--- src/rtl/bft_client_injector.sv ---
// Synthetic leaf traffic source for the BFT NoC: emits LIMIT packets of PKT_LEN flits,
// rate-limited by a percent accumulator, with destinations chosen by PAT.
module bft_client_injector #(
    parameter int          N       = 2,
    parameter int          D_W     = 32,
    parameter int          A_W     = $clog2(N) + 1,
    parameter int          POSX    = 0,
    parameter int          LIMIT   = 1024,
    parameter int          PKT_LEN = 1,
    parameter int          RATE    = 100,
    parameter int          PAT     = 0,
    parameter logic [15:0] SEED    = 16'hACE1
) (
    input  logic             clk,
    input  logic             rst,
    input  logic             ce,
    input  logic             start,
    output logic [A_W+D_W:0] m_axis_wdata,
    output logic             m_axis_wvalid,
    input  logic             m_axis_wready,
    output logic             m_axis_wlast,
    output logic             done,
    output logic [31:0]      sent_pkts
);

    localparam int          LOG2N    = $clog2(N);
    localparam int          RATE_C   = (RATE < 1) ? 1 : ((RATE > 100) ? 100 : RATE);
    localparam logic [7:0]  RATE_B   = 8'(RATE_C);
    localparam logic [15:0] SEED_C   = (SEED == 16'h0) ? 16'h0001 : SEED;
    localparam logic [8:0]  LAST_IDX = 9'(PKT_LEN - 1);
    localparam logic [31:0] LIMIT_C  = 32'(LIMIT);
    localparam logic [LOG2N-1:0] POSX_L = LOG2N'(POSX);

    localparam logic [1:0] S_IDLE = 2'd0;
    localparam logic [1:0] S_RUN  = 2'd1;
    localparam logic [1:0] S_DONE = 2'd2;

    logic [1:0]       r_state;
    logic [7:0]       r_acc;
    logic             r_token;
    logic [15:0]      r_lfsr;
    logic [31:0]      r_launched;
    logic [8:0]       r_flit_idx;
    logic [D_W-1:0]   r_pay;
    logic [A_W+D_W:0] r_wdata;
    logic             r_valid;
    logic             r_last;
    logic             r_done;
    logic [31:0]      r_sent;

    logic             w_accept;
    logic             w_launch;
    logic             w_acc_en;
    logic [7:0]       w_sum;
    logic             w_hit;
    logic [D_W-1:0]   w_pay_base;
    logic [15:0]      w_lfsr_next;
    logic [LOG2N-1:0] w_sel;
    logic [A_W-1:0]   w_dest;

    // Handshake: a flit transfers on a clock where ce, wvalid and wready are all high;
    // wvalid, wdata and wlast are held unchanged until that happens.
    assign w_accept = r_valid & m_axis_wready & ce;
    assign w_launch = (r_state == S_RUN) & r_token & (r_launched < LIMIT_C)
                    & (!r_valid | (w_accept & r_last));

    // The accumulator also runs on the launch cycle so RATE=100 stays bubble-free.
    assign w_acc_en = (r_state == S_RUN) & (!r_token | w_launch);
    assign w_sum    = r_acc + RATE_B;
    assign w_hit    = (w_sum >= 8'd100);

    // Payload of the next flit equals the number of flits accepted so far this run.
    assign w_pay_base  = r_pay + D_W'(w_accept);
    assign w_lfsr_next = (r_lfsr >> 1) ^ (r_lfsr[0] ? 16'hB400 : 16'h0000);

    always_comb begin
        w_sel = r_lfsr[LOG2N-1:0];
        if (PAT == 1)
            w_sel = ~POSX_L;
        else if (PAT == 2)
            w_sel = POSX_L + LOG2N'(1);
        else if (w_sel == POSX_L)
            w_sel = w_sel ^ LOG2N'(1);
    end

    assign w_dest = A_W'(w_sel);

    always_ff @(posedge clk or posedge rst) begin
        if (rst) begin
            r_state    <= S_IDLE;
            r_acc      <= 8'd0;
            r_token    <= 1'b0;
            r_lfsr     <= SEED_C;
            r_launched <= 32'd0;
            r_flit_idx <= 9'd0;
            r_pay      <= '0;
            r_wdata    <= '0;
            r_valid    <= 1'b0;
            r_last     <= 1'b0;
            r_done     <= 1'b0;
            r_sent     <= 32'd0;
        end else if (ce) begin
            case (r_state)
                S_IDLE, S_DONE: begin
                    if (start) begin
                        r_acc      <= 8'd0;
                        r_token    <= 1'b0;
                        r_launched <= 32'd0;
                        r_flit_idx <= 9'd0;
                        r_pay      <= '0;
                        r_sent     <= 32'd0;
                        r_valid    <= 1'b0;
                        r_last     <= 1'b0;
                        if (LIMIT_C == 32'd0) begin
                            r_state <= S_DONE;
                            r_done  <= 1'b1;
                        end else begin
                            r_state <= S_RUN;
                            r_done  <= 1'b0;
                        end
                    end
                end
                S_RUN: begin
                    if (w_acc_en) begin
                        r_token <= w_hit;
                        r_acc   <= w_hit ? (w_sum - 8'd100) : w_sum;
                    end
                    if (w_accept) begin
                        r_pay <= r_pay + D_W'(1);
                        if (r_last && r_sent != 32'hFFFF_FFFF)
                            r_sent <= r_sent + 32'd1;
                    end
                    if (w_launch) begin
                        r_valid    <= 1'b1;
                        r_flit_idx <= 9'd0;
                        r_last     <= (LAST_IDX == 9'd0);
                        r_wdata    <= {1'b1, w_dest, w_pay_base};
                        r_lfsr     <= w_lfsr_next;
                        r_launched <= r_launched + 32'd1;
                    end else if (w_accept && !r_last) begin
                        r_flit_idx           <= r_flit_idx + 9'd1;
                        r_last               <= ((r_flit_idx + 9'd1) == LAST_IDX);
                        r_wdata[D_W-1:0]     <= w_pay_base;
                    end else if (w_accept && r_last) begin
                        r_valid <= 1'b0;
                        r_last  <= 1'b0;
                        if (r_launched == LIMIT_C) begin
                            r_state <= S_DONE;
                            r_done  <= 1'b1;
                        end
                    end
                end
                default: r_state <= S_IDLE;
            endcase
        end
    end

    assign m_axis_wdata  = r_wdata;
    assign m_axis_wvalid = r_valid;
    assign m_axis_wlast  = r_last;
    assign done          = r_done;
    assign sent_pkts     = r_sent;

endmodule

--- config.mk ---
export PLATFORM = sky130hd
export DESIGN_NAME = bft_client_injector
export DESIGN_NICKNAME = d
export VERILOG_FILES = /design/src/rtl/bft_client_injector.sv
export SDC_FILE = /design/constraint.sdc
export NUM_CORES = 1
export LEC_CHECK = 0
export CAP_MARGIN = 5
export CELL_PAD_IN_SITES_DETAIL_PLACEMENT = 0
export CELL_PAD_IN_SITES_GLOBAL_PLACEMENT = 1
export CORE_ASPECT_RATIO = 0.7
export CORE_MARGIN = 4
export CORE_UTILIZATION = 40
export DETAILED_ROUTE_END_ITERATION = 6
export PLACE_DENSITY = 0.79
export SYNTH_ARGS = -nofsm -noshare
export SYNTH_HDL_FRONTEND = slang
export SYNTH_SLANG_ARGS = --single-unit
--- constraint.sdc ---
create_clock -name clk -period 12.7 [get_ports clk]
set_input_delay 2.54 -clock clk [delete_from_list [all_inputs] [get_ports clk]]
set_output_delay 2.54 -clock clk [all_outputs]
set_load 0.03 [all_outputs]
==> results.tsv <==
metric	value	unit
min_period	5290	ps
powerDensity	183	mW/mm²
cts_sinks	150	
synth-seq-cells	150	
cts_made_buffers	17	
p_total	1690	µW
gr-usage-met1	28.0	%
skew	20.8	ps
final_util	48.7	%
core_area	0.0190	mm²
yosysUniqueCellTypes	59	
rsz0062_at_grt	no	
hold_path_class	reg2reg	
regToRegStartpoint	r_launched[28]	
grt-ovfl-total	0	
h-tree-depth	4	
antenna_found_initial	0	
cts_hold_buf	0	
cp-end-kind	register	
cts-root-buf	clkbuf_16	
hold_viol_final	0	
cp_max_fo	17	
grt_pass1_wl	31.2	mm
power.static_leakage	0.00397	µW
crit_arrival	5540	ps
vias	6129	
dieWidth	174	µm
cap_violations	0	
post-cts-setup-buffer-count	0	
clk_pin_slew	60	ps
area_growth	19.4	%
setup.worst_path.class	in2reg	
yosysWarnings	0	
drtAntennaViolNets	0	
synth_area_leader_cell	dfrtp_1	
grt_pass1_vias	5832	
place_inst	1143	
layout_common_cells	dfrtp_1 (150), nor2_1 (116), clkdlybuf4s50_1 (73), nand2_1 (71), a21oi_1 (56)	
worstSetupStartpoint	ce	
synthTopCellsByArea	dfrtp_1 (48%), nor2_1 (5.7%), xor2_1 (5.0%)	
drtPass1Iterations	4	
cts_tree	yes	
clock_latency	430	ps
peakVddDrop	0.107	mV
layout_commonest_cell	dfrtp_1	
syn_inst	839	
yosysTopAreaCellShare	48.5	%
vias_per_cell	5.22	
synth_edf_count	0	
worstMarginPinSlew	1090	ps
gr-usage-met3	4.40	%
fin_setup_tns	0	ps
gp_congestion	0.815	
synthArstFlopShare	100	%
critPathLaunchType	primary input	
rows	42	
final_cell_count_no_fill	1175	
start_util	40.8	%
busiest_layer	met1	
cp.required	12950	ps
final_nets	914	
drc	0	
die_area	0.0217	mm²
hpwl	12.6	mm
wl_per_cell	15.8	µm
synth_nets	855	
hold_start	r_launched[26]	
ys_seq_area_share	48.5	%
io_buffer_count	73	
grt_max_degree	79	
finalSetupViolCount	0	
run_status	finished, final reports clean	
clockBufferDepth	2	
fp.dieH	124	µm
cts.repair.resized	0	
use_met2	22.9	%
slew_headroom	27.2	%
drive_gt1_share	5.82	%
ios	75	
netlist_area	0.00774	mm²
wl	18.5	mm
fmax	189	MHz
synth_top_flop_cell	dfrtp_1	
grt_use_total	17.5	%
antenna_cells	0	
syn_area_per_cell	9.23	µm²
period_share	41.6	%
drt_iter0_drc	479	
drv_slew	0	
==> Yosys cell counts, types with 2 or more instances <==
cell and instances:
a211oi_1 3, a21o_1 3, a21oi_1 56, a21oi_2 2
a31oi_1 5, and2_1 24, and3_1 28, and4_1 7
buf_1 2, buf_2 10, buf_4 5, clkbuf_1 17
dfrtp_1 150, ha_1 11, inv_1 18, mux2_2 4
mux2i_1 2, nand2_1 71, nand2b_1 8, nand3_1 46
nand4_1 27, nor2_1 117, nor2b_1 3, nor3_1 16
nor3_4 2, nor4_1 10, o21a_1 2, o21ai_0 48
o22ai_1 2, o31ai_1 5, or3_1 23, or4_4 2
xnor2_1 41, xor2_1 44
==> where the power goes <==
group	internal, µW	total, µW	switching (µW)
Combinational	220	550	331
Clock	283	493	211
Sequential	564	648	83.9
==> registers in the layout, indices dropped and copies added, names as in the netlist <==
register       count
done               1
m_axis_wdata      33
m_axis_wlast       1
m_axis_wvalid      1
r_acc              6
r_flit_idx         9
r_launched        32
r_pay             32
r_state            2
r_token            1
sent_pkts         32
==> cell families (layout without fill, tap and decap cells) <==
family	after synthesis	count (layout)	share of synthesized area, %
xor+xnor	85	85	9.61
buf+inv	54	126	3.13
flops	150	150	48.5
simple gates	395	395	26.1
mux	6	6	0.840
compound gates	137	137	9.97
fa+ha+maj	11	11	1.78
other cells	1	1	0.0484
==> path summary, 6_finish.rpt <==
path                                          to  slack [ps]  cells past startpoint
worst max-delay path            m_axis_wdata[26]        7410                     12
worst min-delay path              r_launched[26]         490                      1
worst max register to register   m_axis_wdata[0]        9880                      6
worst min register to register    r_launched[26]         490                      1
max in group asynchronous              r_pay[28]        8590                      3
min in group asynchronous               r_acc[4]        2590                      2
==> per-layer routing <==
layer	vias to the layer above	share of wire, %
met2	140	40
met3	16	4.5
met5	-	0
met1	2934	54
li1	3039	-
met4	0	1.3
==> final cells by class <==
cell class                      instances  area [µm²]
Clock buffer                           20         457
Tap cell                              264         330
Multi-Input combinational cell        635        3760
Inverter                               18        72.6
Timing Repair Buffer                   76         753
Clock inverter                         12         120
Sequential cell                       150        3750
Fill cell                            1782        9730
==> stage by stage <==
stage                     worst slack, ps  hold WS [ps]  instance area, µm²
final                                7410           488                9240
after global routing                 7100           504                9240
after CTS                            7400           492                9240
after detailed placement             6950           471                8670
after global placement               7070           470                8670
after floorplan                      6120           454                7740
==> critical path: stages <==
cell and delay [ps]:
clkdlybuf4s50_1 840, nand3_1 230, inv_1 120, ha_1 180
ha_1 210, nand3_1 70, or2_2 310, nand2b_1 350
nor4_4 340, nand2_1 110, xor2_1 140, a21oi_1 80
No activity file was read; power rests on OpenSTA's default activity.
